`src/rtl/sched_pkg.sv`:
```
// sched_pkg: shared types and constants for the round-robin process scheduler.
//   cause_t  - switch cause code driven on switch_cause
//   state_t  - scheduler FSM states
//   *_DEF    - default kernel vectors for each cause
package sched_pkg;
  typedef enum logic [1:0] {
    CAUSE_NONE    = 2'd0,
    CAUSE_QUANTUM = 2'd1,
    CAUSE_IO      = 2'd2,
    CAUSE_EXIT    = 2'd3
  } cause_t;
  // The initial dispatch out of IDLE enters the kernel like a quantum expiry.
  localparam cause_t CAUSE_DISPATCH = CAUSE_QUANTUM;
  typedef enum logic [1:0] {S_IDLE, S_RUN, S_REQ} state_t;
  localparam int SAVE_ADDR_DEF = 180;
  localparam int IO_ADDR_DEF   = 92;
  localparam int END_ADDR_DEF  = 236;
endpackage

```
`src/rtl/rr_next_pick.sv`:
```
// rr_next_pick: combinational round-robin selector.
//   eligible - bit p-1 set when slot p is active and not blocked
//   cur      - slot to search after (0 = start from slot 1)
//   next     - first eligible slot after cur, wrapping, cur itself last; 0 if none
module rr_next_pick #(
  parameter int NPROC = 10,
  localparam int PID_W = $clog2(NPROC + 1)
) (
  input  logic [NPROC-1:0] eligible,
  input  logic [PID_W-1:0] cur,
  output logic [PID_W-1:0] next
);
  int id;
  // Walk the candidates from farthest to nearest so the nearest eligible one wins.
  always_comb begin
    next = '0;
    id = 0;
    for (int k = NPROC; k >= 1; k--) begin
      id = (int'(cur) + k > NPROC) ? int'(cur) + k - NPROC : int'(cur) + k;
      if (eligible[id-1]) next = PID_W'(id);
    end
  end
endmodule

```
`src/rtl/round_robin_scheduler.sv`:
```
// round_robin_scheduler: quantum/IO/exit driven round-robin context-switch requester.
//   clk, reset (async, active-high)
//   quantum_len                 - retired instructions per quantum, 0 disables preemption
//   pc, retire, io_instr, exit_instr - retiring instruction information
//   admit_valid/admit_id        - kernel loader activates a slot
//   io_done_valid/io_done_id    - unblocks a slot after IO completion
//   switch_ack                  - kernel finished the context switch
//   switch_req/cause/vector     - pending switch request and kernel entry point
//   next_proc/resume_pc         - process to dispatch and its saved PC
//   cur_proc, active_mask, blocked_mask, bound_err - scheduler status
module round_robin_scheduler
  import sched_pkg::*;
#(
  parameter int NPROC = 10,
  parameter int PART_SIZE = 300,
  parameter int PC_W = 32,
  parameter int QW = 8,
  parameter int SAVE_ADDR = SAVE_ADDR_DEF,
  parameter int IO_ADDR = IO_ADDR_DEF,
  parameter int END_ADDR = END_ADDR_DEF,
  localparam int PID_W = $clog2(NPROC + 1)
) (
  input  logic             clk,
  input  logic             reset,
  input  logic [QW-1:0]    quantum_len,
  input  logic [PC_W-1:0]  pc,
  input  logic             retire,
  input  logic             io_instr,
  input  logic             exit_instr,
  input  logic             admit_valid,
  input  logic [PID_W-1:0] admit_id,
  input  logic             io_done_valid,
  input  logic [PID_W-1:0] io_done_id,
  input  logic             switch_ack,
  output logic             switch_req,
  output logic [1:0]       switch_cause,
  output logic [PC_W-1:0]  switch_vector,
  output logic [PID_W-1:0] next_proc,
  output logic [PC_W-1:0]  resume_pc,
  output logic [PID_W-1:0] cur_proc,
  output logic [NPROC-1:0] active_mask,
  output logic [NPROC-1:0] blocked_mask,
  output logic             bound_err
);
  state_t state, state_n;
  cause_t cause_n;
  logic [QW-1:0] qcount;
  logic [PC_W-1:0] saved_pc [NPROC];
  logic [PC_W-1:0] saved_n [NPROC];
  logic [NPROC-1:0] admit_bit, io_bit, cur_bit, active_n, blocked_n, eligible;
  logic [PID_W-1:0] pick, pick_cur;
  logic [PC_W-1:0] vector_n, resume_n, part_lo;
  logic run_ret, ev_exit, ev_io, ev_q, load_req, ack, refresh, out_of_part;

  // Id 0 and ids above NPROC shift the single bit out of range and yield an empty mask.
  function automatic logic [NPROC-1:0] bit_of(input logic [PID_W-1:0] id);
    return NPROC'(1) << (id - PID_W'(1));
  endfunction

  assign admit_bit = admit_valid ? bit_of(admit_id) : '0;
  assign io_bit = io_done_valid ? bit_of(io_done_id) : '0;
  assign cur_bit = bit_of(cur_proc);
  assign pick_cur = state == S_IDLE ? '0 : cur_proc;

  rr_next_pick #(.NPROC(NPROC)) u_pick (
    .eligible(eligible),
    .cur(pick_cur),
    .next(pick)
  );

  // Mask and saved-PC updates are computed first so selection sees them in the same cycle.
  always_comb begin
    run_ret = state == S_RUN && retire;
    ev_exit = run_ret && exit_instr;
    ev_io = run_ret && !exit_instr && io_instr;
    ev_q = run_ret && !exit_instr && !io_instr && quantum_len != '0 &&
           {1'b0, qcount} + 1'b1 == {1'b0, quantum_len};
    active_n = (active_mask | admit_bit) & ~(ev_exit ? cur_bit : '0);
    blocked_n = (blocked_mask & ~admit_bit & ~io_bit) | (ev_io ? cur_bit : '0);
    eligible = active_n & ~blocked_n;
    resume_n = '0;
    for (int i = 0; i < NPROC; i++) begin
      saved_n[i] = admit_bit[i] ? PC_W'((i + 1) * PART_SIZE) : saved_pc[i];
      if ((ev_io || ev_q) && cur_bit[i]) saved_n[i] = pc + 1'b1;
    end
    for (int i = 0; i < NPROC; i++)
      if (pick == PID_W'(i + 1)) resume_n = saved_n[i];
    load_req = (state == S_IDLE && |eligible) || ev_exit || ev_io || ev_q;
    ack = state == S_REQ && switch_ack;
    refresh = state == S_REQ && !switch_ack && next_proc == '0;
    cause_n = ev_exit ? CAUSE_EXIT : ev_io ? CAUSE_IO : ev_q ? CAUSE_QUANTUM : CAUSE_DISPATCH;
    vector_n = PC_W'(ev_exit ? END_ADDR : ev_io ? IO_ADDR : SAVE_ADDR);
    state_n = load_req ? S_REQ : ack ? (next_proc == '0 ? S_IDLE : S_RUN) : state;
    part_lo = PC_W'(cur_proc) * PC_W'(PART_SIZE);
    out_of_part = pc < part_lo || pc >= part_lo + PC_W'(PART_SIZE);
  end

  always_ff @(posedge clk or posedge reset)
    if (reset) state <= S_IDLE;
    else state <= state_n;

  always_ff @(posedge clk or posedge reset) begin
    if (reset) begin
      active_mask <= '0;
      blocked_mask <= '0;
      for (int i = 0; i < NPROC; i++) saved_pc[i] <= '0;
      qcount <= '0;
      bound_err <= 1'b0;
      cur_proc <= '0;
      switch_req <= 1'b0;
      switch_cause <= CAUSE_NONE;
      switch_vector <= '0;
      next_proc <= '0;
      resume_pc <= '0;
    end else begin
      active_mask <= active_n;
      blocked_mask <= blocked_n;
      saved_pc <= saved_n;
      bound_err <= bound_err | (run_ret && out_of_part);
      qcount <= ack ? '0 : (run_ret && qcount != '1) ? qcount + 1'b1 : qcount;
      if (load_req) begin
        switch_req <= 1'b1;
        switch_cause <= cause_n;
        switch_vector <= vector_n;
        next_proc <= pick;
        resume_pc <= resume_n;
      end else if (ack) begin
        switch_req <= 1'b0;
        switch_cause <= CAUSE_NONE;
        cur_proc <= next_proc;
      end else if (refresh) begin
        // Nothing was runnable when the request was raised; pick up slots unblocked since.
        next_proc <= pick;
        resume_pc <= resume_n;
      end
    end
  end
endmodule

```
`config.mk`:
```
export PLATFORM = sky130hd
export DESIGN_NAME = round_robin_scheduler
export DESIGN_NICKNAME = d
export VERILOG_FILES = /design/src/rtl/sched_pkg.sv /design/src/rtl/rr_next_pick.sv /design/src/rtl/round_robin_scheduler.sv
export SDC_FILE = /design/constraint.sdc
export NUM_CORES = 1
export LEC_CHECK = 0
export ABC_AREA = 1
export BUFFER_PORTS_ARGS = -buffer_cell sky130_fd_sc_hd__buf_4
export CORE_MARGIN = 3
export CORE_UTILIZATION = 50
export DETAILED_ROUTE_END_ITERATION = 6
export GPL_TIMING_DRIVEN = 1
export MAX_ROUTING_LAYER = met4
export PLACE_DENSITY_LB_ADDON = 0.15
export SKIP_LAST_GASP = 1
export SYNTH_ARGS = -nofsm -noshare
export SYNTH_HDL_FRONTEND = slang
export SYNTH_SLANG_ARGS = --single-unit
```
`constraint.sdc`:
```
create_clock -name clk -period 23.9 [get_ports clk]
set_input_delay 1.195 -clock clk [delete_from_list [all_inputs] [get_ports clk]]
set_output_delay 1.195 -clock clk [all_outputs]
set_load 0.05 [all_outputs]
```
==> results.sh <==
export IMPL_crit_slowest_cell="nor2_4"
export IMPL_critPathMostFrequentCell="nand2_1"
export IMPL_syn_to_layout_area_delta_pct=11.6
export IMPL_syn_inst=3006
export IMPL_detail_route_wl_per_cell_um=21.1
export IMPL_synthesis_area_per_instance_um2=7.56
export IMPL_grt_first_pass_wirelength_mm=120
export IMPL_grt_overflow_total=0
export IMPL_count_of_buffers_added_by_post_cts_timing_repair_for_setup=0
export IMPL_post_cts_resize_count=0
export IMPL_filler_cell_count=4201
export IMPL_final_hold_worst_slack_ps=475
export IMPL_routabilityCongestion=0.979
export IMPL_yosysWarnings=0
export IMPL_yosys_area_top_type_share_pct=43.7
export IMPL_multi_input_area_um2=11000
export IMPL_worst_setup_path_category="flip-flop to flip-flop"
export IMPL_dp_slack_ps=17610
export IMPL_grt_max_degree=130
export IMPL_yosys_register_bits=397
export IMPL_finish_utilization_pct=56.9
export IMPL_via_count_of_the_first_global_routing_pass=20700
export IMPL_fin_tns_setup_ps=0
export IMPL_ant_nets=0
export IMPL_required_arrival_time_at_the_worst_endpoint_ps=24370
export IMPL_hold_viol_final=0
export IMPL_timing_hold_worst_class="flip-flop to flip-flop"
export IMPL_cts_root_buf="clkbuf_16"
export IMPL_routing_usage_on_met1_pct=45.6
export IMPL_die_y_um=219
export IMPL_floorplan_initialDensity_pct=51.0
export IMPL_status="finished clean"
export IMPL_synth_sequential_area_ratio_pct=43.7
export IMPL_dp_hpwl_mm=50.7
export IMPL_layout_drive_gt1_share_pct=10.3
export IMPL_final_net_count=3187
export IMPL_floorplan_die_width_um=219
export IMPL_tritoncts="yes"
export IMPL_ctsHtreeMaxLevel=2
export IMPL_worstMarginPinSlew_ps=1230
export IMPL_clk_insertion_delay_late_ps=580
export IMPL_worst_clock_skew_ps=26.3
export IMPL_busiest_layer="met2"
export IMPL_area_sequential_um2=9930
export IMPL_grtUsageMet2_pct=50.3
export IMPL_layout_cells_most_common="nand2_1"
export IMPL_dieArea_um2=48100
export IMPL_routed_via_count=21600
export IMPL_gr_usage_all_layers_pct=33.2
export IMPL_detail_route_drc_violations=0
export IMPL_wirelength_mm=77.9
export IMPL_synth_enable_flop_cells=0
export IMPL_viasPerCell=5.84
export IMPL_synth_distinct_cells=53
export IMPL_io_pins=152
export IMPL_cts_buffers_inserted=44
export IMPL_worst_path_largest_cell_delay_ps=860
export IMPL_final_worst_setup_slack_ps=17820
export IMPL_max_slew_margin_rel_pct=17.6
export IMPL_post_route_period_util_pct=25.5
export IMPL_grt_setup_unrepaired="no"
export IMPL_yosysTopAreaCell="dfrtp_1"
export IMPL_layout_min_cycle_time_ps=6080
export IMPL_port_buffers=125
export IMPL_drt_pass1_iter_count=5
export IMPL_achievable_frequency_mhz=164
export IMPL_grt_antenna_before_repair=6
export IMPL_synthArstFlopShare_pct=100
export IMPL_fp_row_count=77
export IMPL_netlist_area_um2=22700
export IMPL_synth_area_leaders="dfrtp_1 44%, nand2_1 12%, o21ai_0 8.8%"
export IMPL_finalSetupViolCount=0
export IMPL_critical_path_launch_point_type="flip-flop"
export IMPL_core_area_um2=44600
export IMPL_layout_cells_most_common_list="735 x nand2_1, 399 x o21ai_0, 397 x dfrtp_1, 372 x nand3_1, 251 x inv_1"
export IMPL_cap_viol_max_count=0
export IMPL_drtIter0Drc=2566
export IMPL_cts_root_to_sink_buffers=3
export IMPL_kind_of_end_point_of_the_critical_path="flip-flop"
export IMPL_worst_ep_arrival_time_ps=6560
export IMPL_cp_max_fo=28
export IMPL_finalMaxSlewViolations=0
export IMPL_met3_usage_pct=5.05
export IMPL_clock_sinks=397
export IMPL_yosys_most_used_dff="dfrtp_1"
export IMPL_path_clk_slew_ps=60
export IMPL_cts_hold_repair_buffers=0
export IMPL_r2r_slack_ps=17820
[kinds of logic (layout without fill, tap and decap cells)]
logic type | Yosys count | in the layout | share of synthesized area [%]
simple gates | 1460 | 1460 | 28.4
compound gates | 549 | 549 | 12.7
buf+inv | 457 | 519 | 8.35
flops | 397 | 397 | 43.7
xor+xnor | 72 | 72 | 2.91
fa+ha+maj | 70 | 70 | 3.92
other cells | 1 | 32 | 0.0165
[worst max-delay path, delay by kind of cell (launching register included)]
family,cells,cell delay [ps]
flip-flops,1,490
adder cells (fa/ha/maj),2,720
XOR/XNOR,1,270
AND/OR/NAND/NOR,23,2740
buffers and inverters,6,910
AO/OA/AOI/OAI,2,810
[cells in the mapped netlist (3+ instances only)]
cell / count
nand3_1: 379
o21ai_2: 4
nor3_1: 14
clkbuf_1: 96
clkinv_1: 6
buf_6: 3
inv_1: 252
o21a_1: 8
xor2_2: 4
or2_2: 9
nand4_1: 91
ha_1: 68
nor4_1: 7
nand3b_1: 5
buf_2: 34
buf_4: 31
buf_1: 7
nand2_1: 738
nand2_4: 4
nor2_1: 174
o21ai_0: 399
o21ai_1: 17
xor2_1: 50
inv_2: 28
dfrtp_1: 397
nor2_2: 4
o211ai_1: 7
nand2_2: 18
nor2_4: 7
o22ai_1: 8
a211oi_1: 3
xnor2_1: 18
o21bai_1: 3
a21oi_1: 86
[worst paths after layout]
check | from | endpoint | cells past startpoint
max | state[1]$_DFFE_PP0P_ | resume_pc[20]$_DFFE_PP0P_ | 34
min | switch_vector[2]$_DFFE_PP0N_ | switch_vector[2]$_DFFE_PP0N_ | 1
max reg2reg | state[1]$_DFFE_PP0P_ | resume_pc[20]$_DFFE_PP0P_ | 34
min reg2reg | switch_vector[2]$_DFFE_PP0N_ | switch_vector[2]$_DFFE_PP0N_ | 1
max in group asynchronous | reset | saved_pc[39]$_DFF_PP0_ | 4
min in group asynchronous | reset | saved_pc[280]$_DFF_PP0_ | 2
[stage by stage]
| stage | std cells | area [um2] |
|---|---|---|
| floorplan | 3031 | 22800 |
| global placement | 3607 | 24000 |
| detailed placement | 3607 | 24000 |
| CTS | 3685 | 25400 |
| global route | 3691 | 25400 |
| finish | 3691 | 25400 |
[metal layers]
layer	wire length [um]	vias up	part of all wire (%)
met5	0	-	0
met4	2900	0	3.7
met3	6410	168	8.2
met2	34700	1015	45
met1	33800	10400	43
li1	-	9991	-
[registers in the layout (all words and copies together), names as in the netlist, 4 cells and up]
name           flops
qcount             8
switch_vector      4
blocked_mask      10
cur_proc           4
active_mask       10
resume_pc         32
saved_pc         320
next_proc          4
[final cells by class]
class                   instances  area share, %
well taps                     592           2.92
multi-input cells            2177           43.5
diodes                          6         0.0592
clock buffers                  60           4.86
repair buffers                155           4.59
inverters                     286           4.26
flip-flops and latches        397           39.2
clock inverters                18          0.636
Power is not shown: default switching activity piles up to over one toggle a cycle in this logic, so the estimate is an artifact.
